**src/rtl/reg_read_unit.sv**
```systemverilog
// reg_read_unit: 16-entry register file with two registered read ports.
// Writes use a one-hot wordline. Reads use a one-hot select followed by an
// AND-OR mux with no priority chain, and are captured one cycle after RdEn.
// Optional feature macro: REGFILE_BYPASS_EN. When it is defined, a read and a
// write to the same register in the same cycle return the new data. When it
// is undefined, such a read returns the old data.
module reg_read_unit #(
  parameter int WIDTH   = 16,
  parameter int ZERO_R0 = 0
) (
  input  logic             clk,
  input  logic             rst,
  input  logic             WriteReg,
  input  logic [3:0]       DstReg,
  input  logic [WIDTH-1:0] DstData,
  input  logic             RdEn,
  input  logic [3:0]       SrcReg1,
  input  logic [3:0]       SrcReg2,
  output logic [WIDTH-1:0] SrcData1,
  output logic [WIDTH-1:0] SrcData2,
  output logic             RdValid
);

  // R0 is masked out of both the wordline and the read selects when it is
  // hardwired to zero. The mask also keeps R0 out of the bypass path.
  localparam logic [15:0] ID_MASK = (ZERO_R0 != 0) ? 16'hFFFE : 16'hFFFF;

  logic [15:0][WIDTH-1:0] regs_q, regs_d;
  logic [WIDTH-1:0]       src_data1_q, src_data1_d;
  logic [WIDTH-1:0]       src_data2_q, src_data2_d;
  logic                   rd_valid_q, rd_valid_d;

  logic [15:0]            wr_sel, rd_sel1, rd_sel2;
  logic [WIDTH-1:0]       rd_data1, rd_data2;
  logic [WIDTH-1:0]       cap_data1, cap_data2;

  // One-hot decode of the write wordline and the two read selects.
  always_comb begin
    wr_sel  = (WriteReg ? (16'd1 << DstReg) : 16'd0) & ID_MASK;
    rd_sel1 = (16'd1 << SrcReg1) & ID_MASK;
    rd_sel2 = (16'd1 << SrcReg2) & ID_MASK;
  end

  // AND-OR read mux: each bit of the one-hot select gates one register.
  always_comb begin
    rd_data1 = '0;
    rd_data2 = '0;
    for (int i = 0; i < 16; i++) begin
      rd_data1 = rd_data1 | ({WIDTH{rd_sel1[i]}} & regs_q[i]);
      rd_data2 = rd_data2 | ({WIDTH{rd_sel2[i]}} & regs_q[i]);
    end
  end

  // Choose the value to capture on each port, with same-cycle forwarding
  // when bypass is built in.
  always_comb begin
    cap_data1 = rd_data1;
    cap_data2 = rd_data2;
`ifdef REGFILE_BYPASS_EN
    if ((wr_sel & rd_sel1) != 16'd0) cap_data1 = DstData;
    if ((wr_sel & rd_sel2) != 16'd0) cap_data2 = DstData;
`endif
  end

  // Next state: wordline-driven register update, read capture and valid.
  always_comb begin
    regs_d = regs_q;
    for (int i = 0; i < 16; i++) begin
      if (wr_sel[i]) regs_d[i] = DstData;
    end
    src_data1_d = RdEn ? cap_data1 : src_data1_q;
    src_data2_d = RdEn ? cap_data2 : src_data2_q;
    rd_valid_d  = RdEn;
  end

  // State registers. Reset takes priority over any read or write.
  always_ff @(posedge clk) begin
    if (rst) begin
      regs_q      <= '0;
      src_data1_q <= '0;
      src_data2_q <= '0;
      rd_valid_q  <= 1'b0;
    end else begin
      regs_q      <= regs_d;
      src_data1_q <= src_data1_d;
      src_data2_q <= src_data2_d;
      rd_valid_q  <= rd_valid_d;
    end
  end

  assign SrcData1 = src_data1_q;
  assign SrcData2 = src_data2_q;
  assign RdValid  = rd_valid_q;

endmodule

```
**config.mk**
```make
export PLATFORM = sky130hd
export DESIGN_NAME = reg_read_unit
export DESIGN_NICKNAME = d
export VERILOG_FILES = /design/src/rtl/reg_read_unit.sv
export SDC_FILE = /design/constraint.sdc
export NUM_CORES = 1
export LEC_CHECK = 0
export BUFFER_PORTS_ARGS = -buffer_cell sky130_fd_sc_hd__buf_2
export CAP_MARGIN = 15
export CORE_ASPECT_RATIO = 1.1
export CORE_MARGIN = 2
export CORE_UTILIZATION = 40
export CTS_CLUSTER_DIAMETER = 120
export DETAILED_ROUTE_END_ITERATION = 16
export HOLD_SLACK_MARGIN = 0.06
export PLACE_DENSITY = 0.64
export SLEW_MARGIN = 5
export SYNTH_ARGS = -nofsm -noshare
export SYNTH_HDL_FRONTEND = slang
export SYNTH_SLANG_ARGS = --single-unit
```
**constraint.sdc**
```tcl
create_clock -name clk -period 1.9 [get_ports clk]
set_clock_uncertainty 0.1 [all_clocks]
set_input_delay 0.095 -clock clk [delete_from_list [all_inputs] [get_ports clk]]
set_output_delay 0.095 -clock clk [all_outputs]
set_load 0.005 [all_outputs]
```
* Word level (Yosys, flattened, before mapping) *
Cells that the tools add are included.

word-level totals
  register bits = 289
  latch bits = 0
  bits in writable memories = 0
  bits in read-only memories = 0
  input port bits = 32
  word-level logic and storage cells = 85
  memories kept = 0

cells by class
  $add $sub $neg = 0
  $mul = 0
  div/mod/pow operators = 0
  $lt $le $gt $ge = 0
  equality and inequality tests = 0
  shift operators = 3
  mux-type cells = 1
  bitwise logic cells = 62
  reductions and logical operators = 0

operator list
  kind                                               number
  bitwise AND 16 bit                                 32
  bitwise OR 16 bit                                  30
  << shifter 1 x 4 -> 16 bit (first input constant)  3
  two-way mux 16 bit                                 1

* Longest topological paths before layout *
  depth after elaboration = 17
  mapped depth = 8
  depth with buffers taken out = 5

* Least setup slack after synthesis *
No wires, ideal clock.

  path kind = input port to flip-flop
  start = in SrcReg1[3]
  end = reg src_data1_q[11], in the netlist SrcData1[11]
  library setup time = 0.134 ns
  arrival = 1.246 ns
  required time = 1.666 ns
  path slack = 0.419 ns
  stages = 7
  cells stage by stage = buf_4 -> buf_6 -> buf_4 -> mux2i_1 -> o221ai_1 -> a2111oi_0 -> a211oi_1

on the way
  longest elaborated chain between the ends = 17

ends and longest elaborated chain
  item                             line  RTL
  from (decl)                      17    input logic [3:0] SrcReg1,
  << shifter 1 x 4 -> 16 bit *     40    rd_sel1 = (16'd1 << SrcReg1) & ID_MASK;
  bitwise AND 16 bit               49    rd_data1 = rd_data1 | ({WIDTH{rd_sel1[i]}} & regs_q[i]);
  bitwise OR 16 bit (14 in a row)  49
  bitwise OR 16 bit *              49
  to (signal assigned)             85    src_data1_q <= src_data1_d;
  to (decl)                        29    logic [WIDTH-1:0] src_data1_q, src_data1_d;

Mark *: on every way between the ends. The rest lies on a longest branch, timed or not.
A chain may end at the register's enable or synchronous reset.

* Final worst setup path *
  start = in SrcReg2[0]
  end = reg src_data2_q[9], in the netlist SrcData2[9]

on the way
  longest elaborated chain between the ends = 17

ends and longest elaborated chain
  item                             line  RTL
  from (decl)                      18    input logic [3:0] SrcReg2,
  << shifter 1 x 4 -> 16 bit *     41    rd_sel2 = (16'd1 << SrcReg2) & ID_MASK;
  bitwise AND 16 bit               50    rd_data2 = rd_data2 | ({WIDTH{rd_sel2[i]}} & regs_q[i]);
  bitwise OR 16 bit (14 in a row)  50
  bitwise OR 16 bit *              50
  to (signal assigned)             86    src_data2_q <= src_data2_d;
  to (decl)                        30    logic [WIDTH-1:0] src_data2_q, src_data2_d;

Marked as above.

==> results.py <==
metrics = {
    "die": {
        "die_y_um": 205,
        "ioPinCount": 65,
        "dieArea_sq_mm": 0.0384,
        "die_x_um": 187,
        "rows": 73,
        "initial_core_util_pct": 40.6,
        "core_sq_mm": 0.0363,
    },
    "cells_and_area": {
        "drive_gt1_share_pct": 18.3,
        "stdcell_area_sq_mm": 0.0182,
        "multi_input_area_sq_mm": 0.00808,
        "fin_util_pct": 50.3,
        "final.fill_count": 3581,
        "area_growth_pct": 23.8,
        "nets": 2107,
        "regArea_sq_mm": 0.00579,
    },
    "synthesis": {
        "synthCells": 1904,
        "async_reset_ff_share_pct": 0,
        "synth_edf_count": 0,
        "ys_seq_elements": 289,
        "synth_fp_nets": 1936,
        "ys_types": 63,
        "ys.flop_type": "dfxtp_1",
        "synth_area_sq_mm": 0.0147,
        "yosysWarningCount": 0,
        "yosysSeqAreaShare_pct": 39.3,
        "synth_area_per_cell_sq_um": 7.74,
    },
    "timing": {
        "whs_ps": 97.8,
        "setup_viol": 0,
        "relSlewSlack_pct": 46.1,
        "fmax_mhz": 541,
        "slew_violations": 0,
        "finalHoldViolations": 0,
        "post-route-period-util_pct": 97.2,
        "finalCriticalPeriod_ps": 1850,
        "worst_pin_slew_ps": 805,
        "tns_ps": 0,
        "rsz0062_at_grt": "false",
    },
    "clocking": {
        "clockBufferDepth": 3,
        "cts_setup_buffers": 0,
        "cts_tree": "done",
        "clk_latency_ps": 590,
        "cts_root_buf": "clkbuf_16",
        "cts_inserted_buffers": 31,
        "htreeDepth": 1,
        "cts_sinks": 289,
        "path_clk_slew_ps": 60,
    },
    "status": {
        "status": "finished clean",
    },
    "run": {
        "drv_cap": 0,
    },
    "power_and_ir_drop": {
        "pwr_density_cell_mw_per_mm2": 787,
        "peakVddDrop_uv": 655,
        "total_leakage_power_uw": 0.00646,
    },
    "worst_setup_path": {
        "slowest_stage": "dlygate4sd3_1",
        "end_kind": "register",
        "crit_fanout": 20,
        "r2r_setup_slack_ps": 270,
        "path_delay_family": "buffers and inverters",
        "worstSetupPathType": "input port to register",
        "cpPeakStageDelay_ps": 540,
        "cp.arrival_ps": 2230,
        "path_cells": "dlygate4sd3_1 -> buf_2 -> buf_4 -> buf_4 -> and4b_4 -> a22o_1 -> a221o_1 -> o31a_1",
        "required_ps": 2290,
        "startpoint_type": "input port",
        "critPathMostFrequentCell": "buf_4",
        "path_buf_inv": 4,
    },
    "placement": {
        "gp_congestion": 1.02,
        "hpwl_um": 53200,
        "placed_area_sq_mm": 0.0170,
        "portBuffers": 64,
    },
    "detailed_routing": {
        "ant_nets": 0,
        "first_pass_iters": 7,
        "avgViaCountPerCell": 6.24,
        "wirelength_um": 77000,
        "routedWlPerCell_um": 29.7,
        "drcViolationCount": 0,
        "first_iter_violations": 2056,
        "num_vias": 16200,
    },
    "global_route": {
        "grt_pass1_vias": 15500,
        "groute.usage.overall_pct": 39.3,
        "grt_start_max_net_pins": 62,
        "overflow": 0,
        "antenna_found_initial": 1,
        "grt_pass1_wl_um": 109000,
    },
    "worst_hold_path": {
        "hp-class": "input port to register",
    },
}
-- area by class of cell --
| type | count | share of cell area [%] |
|---|---|---|
| clock inverters | 12 | 0.686 |
| clock buffers | 43 | 4.83 |
| diodes | 5 | 0.0686 |
| multi-input cells | 1439 | 44.3 |
| well taps | 487 | 3.34 |
| repair buffers | 309 | 14.9 |
| flip-flops and latches | 289 | 31.7 |
| inverters | 5 | 0.103 |
-- metal layers --
layer | GRT usage [%] | wire [um] | share of wire (%)
met5 | 0 | 4 | 0.0052
met3 | 7.66 | 8330 | 11
met1 | 50.6 | 30300 | 39
met4 | 24.2 | 5240 | 6.8
met2 | 60.8 | 33100 | 43
-- what timing repair did --
action / CTS / global route
hold buffers: 20 / 0
setup endpoints to repair: 0 / 9
resized for setup: 0 / 6
hold endpoints to repair: 278 / 0
-- where the power goes --
group	total [uW]	switching, uW	internal, uW
combinational	1870	1210	665
clock	6190	2700	3490
sequential	6280	112	6170
-- final timing paths --
kind                                 start      endpoint  cells past startpoint
worst max-delay path            SrcReg2[0]   SrcData2[9]                      8
worst min register to register  regs_q[40]    regs_q[40]                      2
worst max register to register  regs_q[11]  SrcData1[11]                      4
worst min-delay path            SrcReg2[2]   SrcData2[5]                      6
-- per-stage QoR --
stage	power, uW	instances	worst slack, ps
after floorplan	7230	1904	419
after global placement	8160	2509	-248
after detailed placement	8170	2509	-235
after CTS	14300	2584	8.66
after global routing	14700	2584	5.10
final	14300	2589	52.8
-- synthesized netlist by cell type (15+ instances only) --
| master | count | area, sq um |
|---|---|---|
| nand2_1 | 516 | 1940 |
| dfxtp_1 | 289 | 5790 |
| a21oi_1 | 256 | 1280 |
| mux2i_1 | 115 | 1150 |
| nor2_1 | 109 | 409 |
| clkbuf_1 | 96 | 360 |
| a22oi_1 | 67 | 503 |
| buf_2 | 38 | 190 |
| o21ai_0 | 38 | 190 |
| nand3_1 | 35 | 175 |
| a311oi_1 | 24 | 210 |
| buf_4 | 22 | 165 |
| o22ai_1 | 22 | 138 |
| nor2b_1 | 20 | 125 |
| a221oi_1 | 19 | 166 |
| a31oi_1 | 19 | 119 |
| a211oi_1 | 17 | 128 |
| o221ai_1 | 15 | 131 |
-- worst register-to-register path, stage by stage, from the launching register on --
cell	delay (ps)
dfxtp_1	340
a22oi_1	210
nor3_1	80
a2111oi_0	610
a211oi_1	160
-- kinds of logic (layout without fill, tap and decap cells) --
logic type      after synthesis  count (layout)  synth area share (%)
simple gates                775             775                  22.9
compound gates              535             535                  22.9
flops                       289             289                  39.3
buf+inv                     176             369                  6.03
mux                         129             129                  8.96
other cells                   0               5                     0
-- registers in the layout, indices dropped and copies added (netlist names) --
signal / cells
SrcData2: 16
SrcData1: 16
regs_q: 256
RdValid: 1
-- cell usage in the layout (no fill, tap or decap), types with 13 or more instances in the layout --
master / n
o221ai_1: 15
nor2_1: 108
mux2i_1: 115
nor2b_1: 18
buf_12: 40
a31oi_1: 19
a22oi_1: 67
a21oi_1: 256
nor3_1: 13
a211oi_1: 17
buf_4: 184
buf_2: 63
o22ai_1: 22
nand3_1: 35
dfxtp_1: 289
a311oi_1: 24
clkbuf_16: 31
dlygate4sd3_1: 20
nand2_1: 516
o21ai_0: 38
mux2_2: 13
a221oi_1: 18
(Power assumes the default switching activity.)
